--- config.mk ---
export PLATFORM = sky130hd
export DESIGN_NAME = spatz_retire_unit
export DESIGN_NICKNAME = d
export VERILOG_FILES = /design/src/rtl/spatz_pkg.sv /design/src/rtl/spatz_retire_fifo.sv /design/src/rtl/spatz_retire_unit.sv
export SDC_FILE = /design/constraint.sdc
export NUM_CORES = 1
export LEC_CHECK = 0
export ABC_AREA = 1
export CAP_MARGIN = 40
export CORE_MARGIN = 2
export CORE_UTILIZATION = 40
export CTS_BUF_LIST = sky130_fd_sc_hd__clkbuf_8
export CTS_CLUSTER_DIAMETER = 60
export DETAILED_ROUTE_END_ITERATION = 6
export PLACE_DENSITY = 0.7
export RECOVER_POWER = 100
export SYNTH_ARGS = -nofsm -noshare
export SYNTH_HDL_FRONTEND = slang
export SYNTH_HIERARCHICAL = 1
export SYNTH_SLANG_ARGS = --single-unit
--- constraint.sdc ---
create_clock -name clk_i -period 9.9 [get_ports clk_i]
set_clock_uncertainty 0.15 [all_clocks]
set_input_delay 1.98 -clock clk_i [delete_from_list [all_inputs] [get_ports clk_i]]
set_output_delay 1.98 -clock clk_i [all_outputs]
set_load 0.05 [all_outputs]
--- src/rtl/spatz_pkg.sv ---
// Shared Spatz types for the retire path: unit completion records, tracker
// entries and the X-interface result record.
package spatz_pkg;

    localparam int unsigned NrParallelInstructions = 4;
    localparam int unsigned ELEN = 32;

    typedef logic [$clog2(NrParallelInstructions)-1:0] spatz_id_t;
    typedef logic [ELEN-1:0] elen_t;
    typedef logic [4:0]      xintf_id_t;
    typedef logic [4:0]      reg_idx_t;

    typedef enum logic [1:0] {CON, VFU, LSU, SLD} ex_unit_e;

    typedef struct packed {
        spatz_id_t id;
        elen_t     result;
        reg_idx_t  rd;
        logic      wb;
    } vfu_rsp_t;

    typedef struct packed {
        spatz_id_t id;
        logic      exc;
    } vlsu_rsp_t;

    typedef struct packed {
        spatz_id_t id;
    } vsldu_rsp_t;

    typedef struct packed {
        xintf_id_t id;
        elen_t     data;
        reg_idx_t  rd;
        logic      we;
        logic      exc;
    } xif_result_t;

    typedef struct packed {
        logic      valid;
        xintf_id_t xintf_id;
        reg_idx_t  rd;
        logic      use_rd;
    } retire_entry_t;

endpackage

--- src/rtl/spatz_retire_fifo.sv ---
// Generic synchronous-reset FIFO; the head entry is registered and reads as
// zero while the FIFO is empty.
module spatz_retire_fifo #(
    parameter int unsigned Depth = 2,
    parameter type         T     = logic
) (
    input  logic clk_i,
    input  logic rst_ni,
    input  logic push_i,
    input  T     data_i,
    input  logic pop_i,
    output T     data_o,
    output logic full_o,
    output logic empty_o
);

    localparam int unsigned PtrW = (Depth > 1) ? $clog2(Depth) : 1;
    localparam int unsigned CntW = $clog2(Depth + 1);

    T                mem_q [Depth];
    logic [PtrW-1:0] rd_ptr_q, wr_ptr_q;
    logic [CntW-1:0] cnt_q;
    logic            do_push, do_pop;

    function automatic logic [PtrW-1:0] ptr_inc(input logic [PtrW-1:0] p);
        return (p == PtrW'(Depth - 1)) ? '0 : p + PtrW'(1);
    endfunction

    assign full_o  = (cnt_q == CntW'(Depth));
    assign empty_o = (cnt_q == '0);
    assign do_pop  = pop_i && !empty_o;
    // A full FIFO still accepts a push when the head leaves in the same cycle.
    assign do_push = push_i && (!full_o || do_pop);
    assign data_o  = empty_o ? '0 : mem_q[rd_ptr_q];

    always_ff @(posedge clk_i) begin
        if (!rst_ni) begin
            rd_ptr_q <= '0;
            wr_ptr_q <= '0;
            cnt_q    <= '0;
        end else begin
            if (do_push) wr_ptr_q <= ptr_inc(wr_ptr_q);
            if (do_pop)  rd_ptr_q <= ptr_inc(rd_ptr_q);
            cnt_q <= cnt_q + CntW'(do_push) - CntW'(do_pop);
        end
    end

    always_ff @(posedge clk_i) begin
        if (do_push) mem_q[wr_ptr_q] <= data_i;
    end

endmodule

--- src/rtl/spatz_retire_unit.sv ---
// Tracks in-flight vector instructions from ID allocation to retirement and
// returns one result record per instruction on the X-interface result port.
module spatz_retire_unit
    import spatz_pkg::*;
#(
    parameter int unsigned NrParallelInstructions = spatz_pkg::NrParallelInstructions,
    parameter int unsigned RspFifoDepth           = 2
) (
    input  logic       clk_i,
    input  logic       rst_ni,
    input  logic       issue_valid_i,
    output logic       issue_ready_o,
    output spatz_id_t  issue_id_o,
    input  logic [4:0] issue_xintf_id_i,
    input  logic [4:0] issue_rd_i,
    input  logic       issue_use_rd_i,
    input  logic       vfu_rsp_valid_i,
    output logic       vfu_rsp_ready_o,
    input  vfu_rsp_t   vfu_rsp_i,
    input  logic       vlsu_rsp_valid_i,
    output logic       vlsu_rsp_ready_o,
    input  vlsu_rsp_t  vlsu_rsp_i,
    input  logic       vsldu_rsp_valid_i,
    output logic       vsldu_rsp_ready_o,
    input  vsldu_rsp_t vsldu_rsp_i,
    output logic        xif_result_valid_o,
    input  logic        xif_result_ready_i,
    output logic [4:0]  xif_result_id_o,
    output logic [31:0] xif_result_data_o,
    output logic [4:0]  xif_result_rd_o,
    output logic        xif_result_we_o,
    output logic        xif_result_exc_o,
    output logic        busy_o
);

    retire_entry_t ent_q [NrParallelInstructions];
    retire_entry_t ent_d [NrParallelInstructions];

    logic        any_free, any_valid, issue_fire;
    spatz_id_t   free_id;
    logic        fifo_full, fifo_empty, fifo_push, fifo_pop, can_push;
    xif_result_t push_rec, head;
    logic        win_valid, grant, comp_hit, comp_wb, comp_exc;
    ex_unit_e    win_unit;
    spatz_id_t   comp_id;
    elen_t       comp_data;
    logic        unused_vfu_rd;

    // The unit's own rd is redundant: the tracker holds rd from issue time.
    assign unused_vfu_rd = ^vfu_rsp_i.rd;

    always_comb begin
        any_free  = 1'b0;
        any_valid = 1'b0;
        free_id   = '0;
        for (int i = int'(NrParallelInstructions) - 1; i >= 0; i--) begin
            if (ent_q[i].valid) begin
                any_valid = 1'b1;
            end else begin
                any_free = 1'b1;
                free_id  = spatz_id_t'(i);
            end
        end
    end

    assign issue_ready_o = rst_ni && any_free;
    assign issue_id_o    = free_id;
    assign issue_fire    = issue_valid_i && issue_ready_o;

    assign xif_result_valid_o = rst_ni && !fifo_empty;
    assign fifo_pop           = xif_result_valid_o && xif_result_ready_i;
    assign can_push           = !fifo_full || fifo_pop;

    always_comb begin
        win_valid = 1'b1;
        if (vfu_rsp_valid_i)        win_unit = VFU;
        else if (vlsu_rsp_valid_i)  win_unit = LSU;
        else if (vsldu_rsp_valid_i) win_unit = SLD;
        else begin
            win_unit  = CON;
            win_valid = 1'b0;
        end
    end

    assign grant             = rst_ni && can_push && win_valid;
    assign vfu_rsp_ready_o   = grant && (win_unit == VFU);
    assign vlsu_rsp_ready_o  = grant && (win_unit == LSU);
    assign vsldu_rsp_ready_o = grant && (win_unit == SLD);

    always_comb begin
        comp_id   = '0;
        comp_data = '0;
        comp_wb   = 1'b0;
        comp_exc  = 1'b0;
        case (win_unit)
            VFU: begin
                comp_id   = vfu_rsp_i.id;
                comp_data = vfu_rsp_i.result;
                comp_wb   = vfu_rsp_i.wb;
            end
            LSU: begin
                comp_id  = vlsu_rsp_i.id;
                comp_exc = vlsu_rsp_i.exc;
            end
            SLD:     comp_id = vsldu_rsp_i.id;
            default: ;
        endcase
    end

    // Completions for idle entries are consumed but never produce a record.
    assign comp_hit  = ent_q[comp_id].valid;
    assign fifo_push = grant && comp_hit;
    assign push_rec  = '{id:   ent_q[comp_id].xintf_id,
                         data: comp_data,
                         rd:   ent_q[comp_id].rd,
                         we:   ent_q[comp_id].use_rd && comp_wb,
                         exc:  comp_exc};

    always_comb begin
        ent_d = ent_q;
        if (grant) ent_d[comp_id].valid = 1'b0;
        if (issue_fire) begin
            ent_d[free_id] = '{valid:    1'b1,
                               xintf_id: issue_xintf_id_i,
                               rd:       issue_rd_i,
                               use_rd:   issue_use_rd_i};
        end
    end

    always_ff @(posedge clk_i) begin
        if (!rst_ni) begin
            for (int i = 0; i < int'(NrParallelInstructions); i++) ent_q[i] <= '0;
        end else begin
            ent_q <= ent_d;
        end
    end

    spatz_retire_fifo #(
        .Depth (RspFifoDepth),
        .T     (xif_result_t)
    ) i_fifo (
        .clk_i   (clk_i),
        .rst_ni  (rst_ni),
        .push_i  (fifo_push),
        .data_i  (push_rec),
        .pop_i   (fifo_pop),
        .data_o  (head),
        .full_o  (fifo_full),
        .empty_o (fifo_empty)
    );

    assign xif_result_id_o   = head.id;
    assign xif_result_data_o = head.data;
    assign xif_result_rd_o   = head.rd;
    assign xif_result_we_o   = head.we;
    assign xif_result_exc_o  = head.exc;
    assign busy_o            = rst_ni && (any_valid || !fifo_empty);

`ifndef SYNTHESIS
    always_ff @(posedge clk_i) begin
        if (grant) begin
            assert (comp_hit)
            else $warning("spatz_retire_unit: completion for idle id %0d dropped", comp_id);
        end
    end
`endif

endmodule

# After elaboration in Yosys (flattened, before gate mapping)
# Memory sizes are Yosys's and may differ from the RTL's. A register that Yosys moved wholly into a read port is not among the register bits.
# Cells that the tools add are included.
# classes
n_addsub	4
n_bitwise	2
n_reduce_logical	22
eq_ne	4
n_lt_le_gt_ge	4
n_mux	40
# ops
op	n
$bwmux 48	2
$mux 48	2
$demux 12 s2	2
$mux 12	4
$mux 44	1
$mux 32	1
$bmux 12 s2	1
$mux 1	19
$logic_and 1x1->1	16
$mux 2	7
$eq 2x2->1 const B	3
$ge 3x3->1 const B	2
$lt 3x1->1 const B	2
$not 2->3	2
$pmux 2 s3	1
$logic_or 1x1->1	3
$add 1x1->1 const B	2
$add 2x1->2	1
$eq 2x1->1 const B	1
$logic_not 1->1	2
$logic_not 2->1	1
$sub 2x1->2	1
# totals
n_memories	1
ramBits	88
out_inout_bits	52
reg_bits	52
# mem_list
memory	depth	width	read_ports	rd_ports_with_merged_regs	write_ports	line	text
i_fifo.mem_q	2	44	1	1	1	spatz_retire_fifo.sv:20	T mem_q [Depth];

# Logic depth before layout (Yosys ltp)
# Gate-level depths: netlist (run 1).
# depth
word_depth	14
mapped_depth	20
depth_no_buf	20

# Modules after synthesis
# Netlist (run 1), hierarchy kept.
# modules_own_cells
mod	instances	seq_area_each_um2	area_each_um2	cells_each
spatz_retire_fifo	1	2742.6	3739.8	276
spatz_retire_unit	1	960.9	2665.1	411

# Least setup slack after synthesis (run 1)
# No wires, ideal clock.
# synth_timing
path_kind	input -> output
from	in rst_ni
to	out vfu_rsp_ready_o
t_arrival_ns	3.905
path_buffers	1
path_slack_ns	3.865
t_required_ns	7.770
path_stages	7
cell_sequence	buf_6 > inv_2 > nor2_1 > nand2_1 > o21ai_2 > inv_1 > nor2_1
# synth_between
elab_chain_len	6
# synth_rtl
element	line	text
start, declared	spatz_retire_unit.sv:10	input logic rst_ni,
$logic_and 1x1->1	spatz_retire_unit.sv:70	assign xif_result_valid_o = rst_ni && !fifo_empty;
via xif_result_valid_o	spatz_retire_unit.sv:26	output logic xif_result_valid_o,
$logic_and 1x1->1	spatz_retire_unit.sv:71	assign fifo_pop = xif_result_valid_o && xif_result_ready_i;
$logic_or 1x1->1	spatz_retire_unit.sv:72	assign can_push = !fifo_full || fifo_pop;
$logic_and 1x1->1 (2 in series)	spatz_retire_unit.sv:85	assign grant = rst_ni && can_push && win_valid;
$logic_and 1x1->1	spatz_retire_unit.sv:86	assign vfu_rsp_ready_o = grant && (win_unit == VFU);
end, declared	spatz_retire_unit.sv:18	output logic vfu_rsp_ready_o,
# The timed path passes the listed nets, and every way through them passes these cells.

# Final worst setup path (run 1)
# layout_timing
from	in rst_ni
to	out vfu_rsp_ready_o
# layout_between
elab_chain_len	6
# layout_rtl
element	line
$logic_and 1x1->1	spatz_retire_unit.sv:70
$logic_and 1x1->1	spatz_retire_unit.sv:71
$logic_or 1x1->1	spatz_retire_unit.sv:72
$logic_and 1x1->1 (*) (2 in series)	spatz_retire_unit.sv:85
$logic_and 1x1->1 (*)	spatz_retire_unit.sv:86
# Mark *: on every way between the ends. The rest lies on a longest branch, timed or not.

==> summary.md, run 1 <==
| Metric | Value |
|---|---|
| Synth area leader | edfxtp_1 |
| Clk buf depth | 2 |
| Number of global-route vias before repair | 4640 |
| Yosys top cell area share | 0.413 |
| DR DRC count | 0 |
| Synth unique cells | 31 |
| Initial DRC Count | 416 |
| Setup TNS | 0 ns |
| H-tree Lvls | 4 |
| Cells after synthesis | 687 |
| Grt ovf | 0 |
| RSZ-0062 raised after global routing | false |
| Register area share after synthesis | 0.578 |
| Postcts setup bufs | 0 |
| Yosys warning count | 6 |
| Number of buffers created by CTS | 17 |
| Final WL | 14.6 mm |
| HP Class | register to register |
| Core Rows | 46 |
| Share of cells above drive strength 1 | 0.122 |
| CTS tree | yes |
| Final nets | 847 |
| Power per cell area | 155 mW/mm² |
| All-Layer GR Usage | 0.174 |
| Critical Path Start Type | input port |
| Max Cap Viol | 3 |
| # setup viols final | 0 |
| Critical Path AT | 5.54 ns |
| Port bufs | 109 |
| Synthesized flop and latch total | 141 |
| Area growth from synthesis to layout | 23.1% |
| Measured slew at the worst slew-check pin | 2.00 ns |
| Multi-input logic area | 0.00211 mm² |
| Largest family of logic cells by synthesized area | simple AND/OR/NAND/NOR gates |
| Routed WL per cell | 14.4 µm |
| Drt via density | 4.74 |
| Via Count | 4801 |
| Compound-Gate Fraction of Synth Area | 0.104 |
| Number of routed nets with antenna violations | 0 |
| Hold-fix buffers, CTS | 0 |
| CORE AREA | 0.0158 mm² |
| Reg area | 0.00370 mm² |
| Post-Route Utilization | 0.500 |
| Status | finished with violations |
| Post_cts resized | 0 |
| Initial antenna violation count | 0 |
| Fmax achieved | 130 MHz |
| DIE HEIGHT | 131 µm |
| Rel. slew slack | -0.333 |
| Clock Latency Late Sink | 0.45 ns |
| Worst slack at placement | 3.43 ns |
| Adder-cell share of the synthesized area | 0.00195 |
| CTS sink count | 141 |
| Failing checks | capacitance limit, slew limit |
| Minimum hold slack | 0.355 ns |
| Fin worst setup slack | 2.23 ns |
| Initial Util | 0.406 |
| Post-Synthesis Net Count | 751 |
| Drt pass-1 iters | 6 |
| Lkg Pwr | 3.31 nW |
| Global-route wire length before repair | 22.9 mm |
| Fin. Hold Viols | 0 |
| Synth area leaders | edfxtp_1, dfxtp_1, nand2_1, nor2_1, a21oi_2 |
| XOR/XNOR Fraction of Synth Area | 0 |
| Die Wd | 131 µm |
| Ant diodes | 0 |
| Critical Path RT | 7.77 ns |
| Mux cell area share after synthesis | 0 |
| Crit share post-route | 0.774 |
| Crit path max fanout | 50 |
| # fillers | 1535 |
| Worst-path clk slew | 0.08 ns |
| Avg Inst Size Synth | 9.32 µm² |
| Largest net degree at the start of global routing | 51 |
| Synth Cell Area | 0.00640 mm² |
| Worst VDD drop | 0.0000933 V |
| CP Capture Type | output pin |
| Clock tree root driver cell | clkbuf_8 |
| Setup CP Type | input port to output pin |
| Min Tclk post-route | 7.67 ns |
| Total power | 1.22 mW |
| Final Max Slew Viols | 134 |
| DP Wirelength | 9.20 mm |
| RD Place Congestion | 0.801 |
| Ports | 115 |
| Die Area | 0.0170 mm² |
| Post-Synth Simple-Gate Area | 0.231 |
## final timing paths
kind | end | cells after the start | slack (ns) | startpoint
worst max-delay path | vfu_rsp_ready_o | 8 | 2.23 | rst_ni
worst min-delay path | register | 2 | 0.35 | i_fifo/rd_ptr_q$_SDFFE_PN0N_
worst min register to register | register | 2 | 0.35 | i_fifo/rd_ptr_q$_SDFFE_PN0N_
worst max register to register | i_fifo/mem_q[0][37]$_DFFE_PP_ | 10 | 6.99 | i_fifo/cnt_q[1]$_SDFF_PN0_
## synthesized netlist by cell type
cell type and n:
inv_4 1, o41ai_1 1, nor2_1 103, o21ai_1 40, a21oi_2 42, inv_2 11
nand3_1 27, nand2_4 1, nand3_2 1, inv_1 52, ha_1 1, buf_6 11
o21ai_0 5, buf_8 4, clkbuf_1 6, nand4_4 1, dfxtp_1 53, nand3b_1 1
edfxtp_1 88, nor2_4 5, a21oi_4 1, nand4_1 15, buf_2 9, buf_4 6
nand3_4 1, o21ai_2 1, nand2_2 5, nand2_1 182, buf_1 1, nor2_2 4
a21oi_1 8
## flip-flops by register name, summed over array words and instances (netlist names), named ones only
register,count
ent_q,48
i_fifo/cnt_q,2
i_fifo/mem_q,88
i_fifo/rd_ptr_q,1
i_fifo/wr_ptr_q,1
## final cells by class
cell class	count	share of cell area
Sequential cell	141	0.470
Multi-Input combinational cell	445	0.268
Timing Repair Buffer	114	0.146
Tap cell	216	0.0343
Inverter	64	0.0306
Clock buffer	17	0.0297
Clock inverter	15	0.0216
## worst max-delay path, stage by stage
cell,delay [ns]
clkbuf_1,1.40
inv_1,0.56
nor2_1,0.27
nand2_1,0.11
o21ai_2,0.12
inv_1,0.12
nor2_1,0.09
dlygate4sd3_1,0.88
## metal layers
metal,global-route usage,routed length [µm],share of wire
met5,0,0,0
met4,0.0720,192,0.013
met3,0.0379,836,0.057
met2,0.296,6970,0.48
met1,0.216,6600,0.45
## through the flow
step	cells	area [µm²]
after floorplan	687	6400
after global placement	978	7500
after detailed placement	980	7540
after CTS	1012	7950
after global routing	1012	7890
final	1012	7890
## report_power, final
group	total (mW)	internal, mW	switching (mW)
Clock	0.473	0.248	0.224
Sequential	0.636	0.632	0.00419
Combinational	0.110	0.0399	0.0698
## placed cells by master, fill, tap and decap left out, types with 2 or more instances in the layout
master | netlist | layout
a21oi_2 | 42 | 42
o21ai_1 | 40 | 40
nand3_1 | 27 | 28
clkbuf_8 | 0 | 17
nand2_2 | 5 | 5
nand4_1 | 15 | 15
inv_1 | 52 | 59
clkdlybuf4s50_1 | 0 | 56
o21ai_0 | 5 | 5
buf_4 | 6 | 2
nor2_2 | 4 | 2
dlygate4sd3_1 | 0 | 52
edfxtp_1 | 88 | 88
a21oi_1 | 8 | 9
nor2_4 | 5 | 2
clkinv_2 | 0 | 3
nand2_1 | 182 | 182
nor2_1 | 103 | 108
inv_4 | 1 | 3
dfxtp_1 | 53 | 52
clkinv_4 | 0 | 3
bufinv_16 | 0 | 3
clkbuf_1 | 6 | 2
inv_2 | 11 | 5
## cell families after synthesis
kind of cell	Yosys count
simple gates	346
flops	141
fa+ha+maj	1
buf+inv	101
compound gates	98
(Power assumes the default switching activity.)
==> run 2: changes to the inputs <==
Settings changed: PLACE_DENSITY 0.7 to 0.72.
Clock period 9.9 ns to 6.9 ns, I/O delays scaled along.
==> summary.md, run 2 (synthesized netlist as in run 1, its figures left out) <==
| Metric | Value |
|---|---|
| Clock tree root driver cell | clkbuf_8 |
| Critical Path Start Type | input port |
| Setup CP Type | input port to register |
| Drt pass-1 iters | 5 (-1) |
| Share of cells above drive strength 1 | 0.109 (-0.0127) |
| Final nets | 848 (+0.12%) |
| Die Wd | 131 µm (unchanged) |
| Measured slew at the worst slew-check pin | 1.67 ns (-0.332 ns) |
| Initial antenna violation count | 0 (unchanged) |
| Max Cap Viol | 1 (-2) |
| Power per cell area | 216 mW/mm² (+40%) |
| Crit path max fanout | 44 (-12%) |
| Number of routed nets with antenna violations | 0 (unchanged) |
| Hold Crit Depth | 2 (unchanged) |
| Critical Path, Cell by Cell | dlygate4sd3_1 -> buf_4 -> inv_1 -> nand4_1 -> nand3_1 -> inv_1 -> nand2_1 -> a21oi_1 -> nand2_1 -> nor2_4 -> clkbuf_2 |
| All-Layer GR Usage | 0.175 (+0.000493) |
| Worst Hold End | ent_q[27]$_SDFFE_PN0P_ |
| Hold Startpoint | ent_q[27]$_SDFFE_PN0P_ |
| Min Tclk post-route | 5.38 ns |
| Lkg Pwr | 3.32 nW (+0.25%) |
| Largest net degree at the start of global routing | 50 (-2.0%) |
| CP Capture Type | register |
| Slowest cell delay on critical path | 0.88 ns (-0.52 ns) |
| Postcts setup bufs | 0 (unchanged) |
| Initial DRC Count | 342 (-18%) |
| DR DRC count | 0 (unchanged) |
| Clk buf depth | 2 (unchanged) |
| Fmax achieved | 186 MHz |
| Die Area | 0.0170 mm² (unchanged) |
| Failing checks | capacitance limit, slew limit |
| CTS sink count | 141 (unchanged) |
| HP Class | register to register |
| Crit share post-route | 0.779 |
| Commonest non-fill, non-tap cell in the layout | nand2_1 |
| Area growth from synthesis to layout | 22.6% |
| Critical Path RT | 6.80 ns (-0.97 ns) |
| R2r startpoint | i_fifo/cnt_q[1]$_SDFF_PN0_ |
| Met2 WL post-DR | 6.67 mm (-4.3%) |
| Ant diodes | 0 (unchanged) |
| Clock Latency Late Sink | 0.44 ns (about the same) |
| Status | finished with violations |
| Reg2reg end | i_fifo/mem_q[0][37]$_DFFE_PP_ |
| RD Place Congestion | 0.760 (-5.0%) |
| RSZ-0062 raised after global routing | false |
| DIE HEIGHT | 131 µm (unchanged) |
| Post-Route Utilization | 0.498 (-0.00214) |
| Setup TNS | 0 ns (unchanged) |
| Post_cts resized | 0 (unchanged) |
| Worst reg2reg setup slack | 3.57 ns (-3.42 ns) |
| H-tree Lvls | 4 (unchanged) |
| Worst VDD drop | 0.000131 V (+40%) |
| Number of global-route vias before repair | 4831 (+4.1%) |
| Drt via density | 4.77 (+0.65%) |
| Grt ovf | 0 (unchanged) |
| Rel. slew slack | -0.118 (+0.215) |
| Reg2Reg Depth | 10 (unchanged) |
| Initial Util | 0.406 (unchanged) |
| Top reg by flops | i_fifo/mem_q |
| Max FFs per register | 88 (unchanged) |
| Hold-fix buffers, CTS | 0 (unchanged) |
| CORE AREA | 0.0158 mm² (unchanged) |
| Fin. Hold Viols | 0 (unchanged) |
| DR WL met3 | 852 µm (+1.9%) |
| Critical Path AT | 5.28 ns (-0.26 ns) |
| Max layer used | met4 |
| Slowest cell on crit path | clkbuf_2 |
| DRT met1 WL | 6.27 mm (-4.9%) |
| DP Wirelength | 9.12 mm (-0.96%) |
| Worst-path clk slew | 0.07 ns (about the same) |
| CTS tree | yes |
| Global-route wire length before repair | 23.1 mm (+1.0%) |
| # setup viols final | 0 (unchanged) |
| Via Count | 4837 (+0.75%) |
| Biggest regs | i_fifo/mem_q: 88 flops, ent_q: 48 flops, i_fifo/cnt_q: 2 flops |
| Ports | 115 (unchanged) |
| Port bufs | 109 (unchanged) |
| Most frequent cells in the layout | nand2_1, nor2_1, edfxtp_1 |
| Minimum hold slack | 0.357 ns (+0.00267 ns) |
| Final WL | 14.1 mm (-3.8%) |
| Final Max Slew Viols | 45 (-66%) |
| Number of buffers created by CTS | 17 (unchanged) |
| Core Rows | 46 (unchanged) |
| Routed WL per cell | 13.9 µm (-3.8%) |
[run 2: changes by cell type in the layout (fill, tap and decap cells not counted), moves of 2 or more]
| cell | before | now |
|---|---|---|
| clkbuf_1 | 2 | 0 |
| clkinv_1 | 0 | 2 |
| clkinv_4 | 3 | 1 |
| inv_1 | 59 | 66 |
| inv_4 | 3 | 0 |
[run 2: final cells by class]
class	count	area (µm²)
clock buffers	17	234
clock inverters	15	143
fillers	1463	7920
inverters	64	241
multi-input cells	445	2100
flip-flops and latches	141	3700
well taps	216	270
repair buffers	115	1160
[run 2: metal layers]
layer,track usage,up-vias
met5,0,-
met4,0.0763,0
met3,0.0460,22
met2,0.295,136
met1,0.212,2252
li1,-,2427
[run 2: report_power, final]
part / switching (mW) / internal (mW) / total, mW
clock network: 0.285 / 0.344 / 0.629
registers: 0.00628 / 0.908 / 0.914
logic: 0.0979 / 0.0570 / 0.155
total: 0.389 / 1.31 / 1.70
[run 2: worst max-delay path by stage]
stage               startpoint                             to  slack (ns)  cells past startpoint
6_report       vfu_rsp_valid_i  i_fifo/mem_q[0][37]$_DFFE_PP_        1.52                     11
5_1_grt        vfu_rsp_valid_i  i_fifo/mem_q[0][37]$_DFFE_PP_        1.20                     11
4_1_cts                 rst_ni                         busy_o        2.00                      5
3_5_place_dp            rst_ni                         busy_o        2.01                      5
3_3_place_gp   vfu_rsp_valid_i  i_fifo/mem_q[1][15]$_DFFE_PP_        1.96                     10
2_1_floorplan           rst_ni   i_fifo/mem_q[0][0]$_DFFE_PP_        1.52                      9
[run 2: worst max-delay path, delay by kind of cell]
family / cells / cell delay, ns
simple gates: 5 / 0.99
buf+inv: 5 / 2.58
compound gates: 1 / 0.29
[run 2: stage by stage]
stage | instances | setup WS, ns | instance area, µm² | total power, mW
final | 1013 | 1.52 | 7850 | 1.70
after global routing | 1013 | 1.20 | 7850 | 1.77
after CTS | 1013 | 2.00 | 7930 | 1.72
after detailed placement | 981 | 2.01 | 7550 | 1.09
after global placement | 979 | 1.96 | 7510 | 1.09
after floorplan | 687 | 1.52 | 6400 | 1.03
==> run 3: changes to the inputs <==
Settings changed: PLACE_DENSITY 0.72 to 0.7.
Clock period 6.9 ns to 5.1 ns, I/O delays scaled along.
==> summary.md, run 3 (synthesized netlist as in run 1, its figures left out) <==
| Metric | Value |
|---|---|
| Most frequent cells in the layout | nand2_1, nor2_1, edfxtp_1 |
| Buffers & Inverters on Critical Path | 5 (unchanged) |
| Cell Area, Placed | 0.00758 mm² (+0.36%) |
| Hold-fix buffers, CTS | 0 (unchanged) |
| Crit share post-route | 0.845 |
| Crit path max fanout | 33 (-25%) |
| H-tree Lvls | 4 (unchanged) |
| Initial DRC Count | 315 (-7.9%) |
| Number of buffers created by CTS | 17 (unchanged) |
| Number of global-route vias before repair | 4709 (-2.5%) |
| Worst-path clk slew | 0.08 ns (about the same) |
| Via Count | 4770 (-1.4%) |
| Final nets | 850 (+0.24%) |
| All-Layer GR Usage | 0.173 (-0.00157) |
| DR WL met3 | 932 µm (+9.4%) |
| Initial Util | 0.406 (unchanged) |
| Final WL | 14.1 mm (+0.59%) |
| Largest delay share family, worst path | buffers and inverters |
| Post-Route Utilization | 0.495 (-0.00278) |
| Ant diodes | 0 (unchanged) |
| Met2 WL post-DR | 6.88 mm (+3.1%) |
| Clock Latency Late Sink | 0.44 ns (about the same) |
| Power per cell area | 289 mW/mm² (+34%) |
| Status | finished clean |
| Port bufs | 109 (unchanged) |
| Fmax achieved | 232 MHz |
| DRT met1 WL | 6.19 mm (-1.3%) |
| Final Non-Filler Cells | 1015 (+0.20%) |
| Core Rows | 46 (unchanged) |
| Global-route wire length before repair | 22.6 mm (-2.1%) |
| Drt pass-1 iters | 4 (-1) |
| Commonest non-fill, non-tap cell in the layout | nand2_1 |
| Clock tree root driver cell | clkbuf_8 |
| Setup TNS | 0 ns (unchanged) |
| RD Place Congestion | 0.791 (+4.0%) |
| Biggest regs | i_fifo/mem_q: 88 flops, ent_q: 48 flops, i_fifo/cnt_q: 2 flops |
| RSZ-0062 raised after global routing | false |
| Fin worst setup slack | 0.792 ns (-0.730 ns) |
| Share of cells above drive strength 1 | 0.118 (+0.00849) |
| DR DRC count | 0 (unchanged) |
| Worst VDD drop | 0.000156 V (+19%) |
| CTS sink count | 141 (unchanged) |
| DP Wirelength | 9.10 mm (-0.22%) |
| Ports | 115 (unchanged) |
| Number of routed nets with antenna violations | 0 (unchanged) |
| Drt via density | 4.70 (-1.6%) |
| CORE AREA | 0.0158 mm² (unchanged) |
| Largest net degree at the start of global routing | 50 (unchanged) |
| Critical Path RT | 5.10 ns (-1.70 ns) |
| Critical Path, Cell by Cell | dlygate4sd3_1 -> buf_4 -> nand2_1 -> nand3_1 -> inv_1 -> nand2_1 -> a21oi_1 -> nand3_1 -> inv_1 -> buf_4 |
| Post_cts resized | 0 (unchanged) |
| Initial antenna violation count | 0 (unchanged) |
| Postcts setup bufs | 0 (unchanged) |
| Top reg by flops | i_fifo/mem_q |
| Grt ovf | 0 (unchanged) |
| Die Wd | 131 µm (unchanged) |
| Max Cap Viol | 0 (-1) |
| Die Area | 0.0170 mm² (unchanged) |
| Final Max Slew Viols | 0 (-100%) |
| Rel. slew slack | 0.166 (+0.285) |
| HP Class | register to register |
| DIE HEIGHT | 131 µm (unchanged) |
| Slowest cell delay on critical path | 0.91 ns (+0.03 ns) |
| CTS tree | yes |
| DP Cell Count | 983 (+0.20%) |
| Max layer used | met4 |
| Min Tclk post-route | 4.31 ns |
| Fin area | 0.00781 mm² (-0.56%) |
| Critical Path AT | 4.31 ns (-0.97 ns) |
| Slowest cell on crit path | inv_1 |
| CP Capture Type | register |
| Lkg Pwr | 3.27 nW (-1.5%) |
| Setup CP Type | input port to register |
| Routed WL per cell | 13.9 µm (+0.39%) |
| Critical Path Start Type | input port |
| Fin. Hold Viols | 0 (unchanged) |
| Measured slew at the worst slew-check pin | 1.25 ns (-0.419 ns) |
| Worst slack at placement | 0.814 ns (-1.19 ns) |
| # setup viols final | 0 (unchanged) |
| Area growth from synthesis to layout | 21.9% |
| Clk buf depth | 2 (unchanged) |
| Max FFs per register | 88 (unchanged) |
-- run 3: area by class of cell --
| cell class | instances | area (µm²) |
|---|---|---|
| multi-input combinational | 445 | 2090 |
| clock inverter | 15 | 123 |
| timing repair buffer | 117 | 1150 |
| tap | 216 | 270 |
| sequential | 141 | 3700 |
| clock buffer | 17 | 234 |
| inverter | 64 | 243 |
| fill | 1486 | 7960 |
-- run 3: layer usage --
layer,vias to the layer above,global-route usage
li1,2432,-
met1,2185,0.204
met2,140,0.307
met3,13,0.0505
met4,0,0.0507
met5,-,0
-- run 3: power by group --
part | leakage, nW | internal, mW | switching, mW
clock network | 0.175 | 0.382 | 0.430
registers | 1.24 | 1.23 | 0.00809
logic | 1.86 | 0.0778 | 0.134
total | 3.27 | 1.69 | 0.572
-- run 3: path summary, 6_finish.rpt --
| path | end | cells past startpoint | from | slack, ns |
|---|---|---|---|---|
| max | i_fifo/mem_q[1][2]$_DFFE_PP_ | 10 | vfu_rsp_valid_i | 0.79 |
| min | ent_q[43]$_SDFFE_PN0P_ | 2 | ent_q[43]$_SDFFE_PN0P_ | 0.35 |
| max reg2reg | i_fifo/mem_q[1][2]$_DFFE_PP_ | 10 | i_fifo/cnt_q[1]$_SDFF_PN0_ | 1.45 |
| min reg2reg | ent_q[43]$_SDFFE_PN0P_ | 2 | ent_q[43]$_SDFFE_PN0P_ | 0.35 |
-- run 3: stage by stage --
stage	hold slack [ns]	power, mW
2_1_floorplan	0.311	1.39
3_3_place_gp	0.328	1.48
3_5_place_dp	0.332	1.49
4_1_cts	0.355	2.29
5_1_grt	0.381	2.35
6_report	0.353	2.26
-- run 3: tightest hold or removal path, stage by stage, from the launching register on --
cell	delay, ns
dfxtp_1	0.33
o21ai_1	0.07
nor2_1	0.07
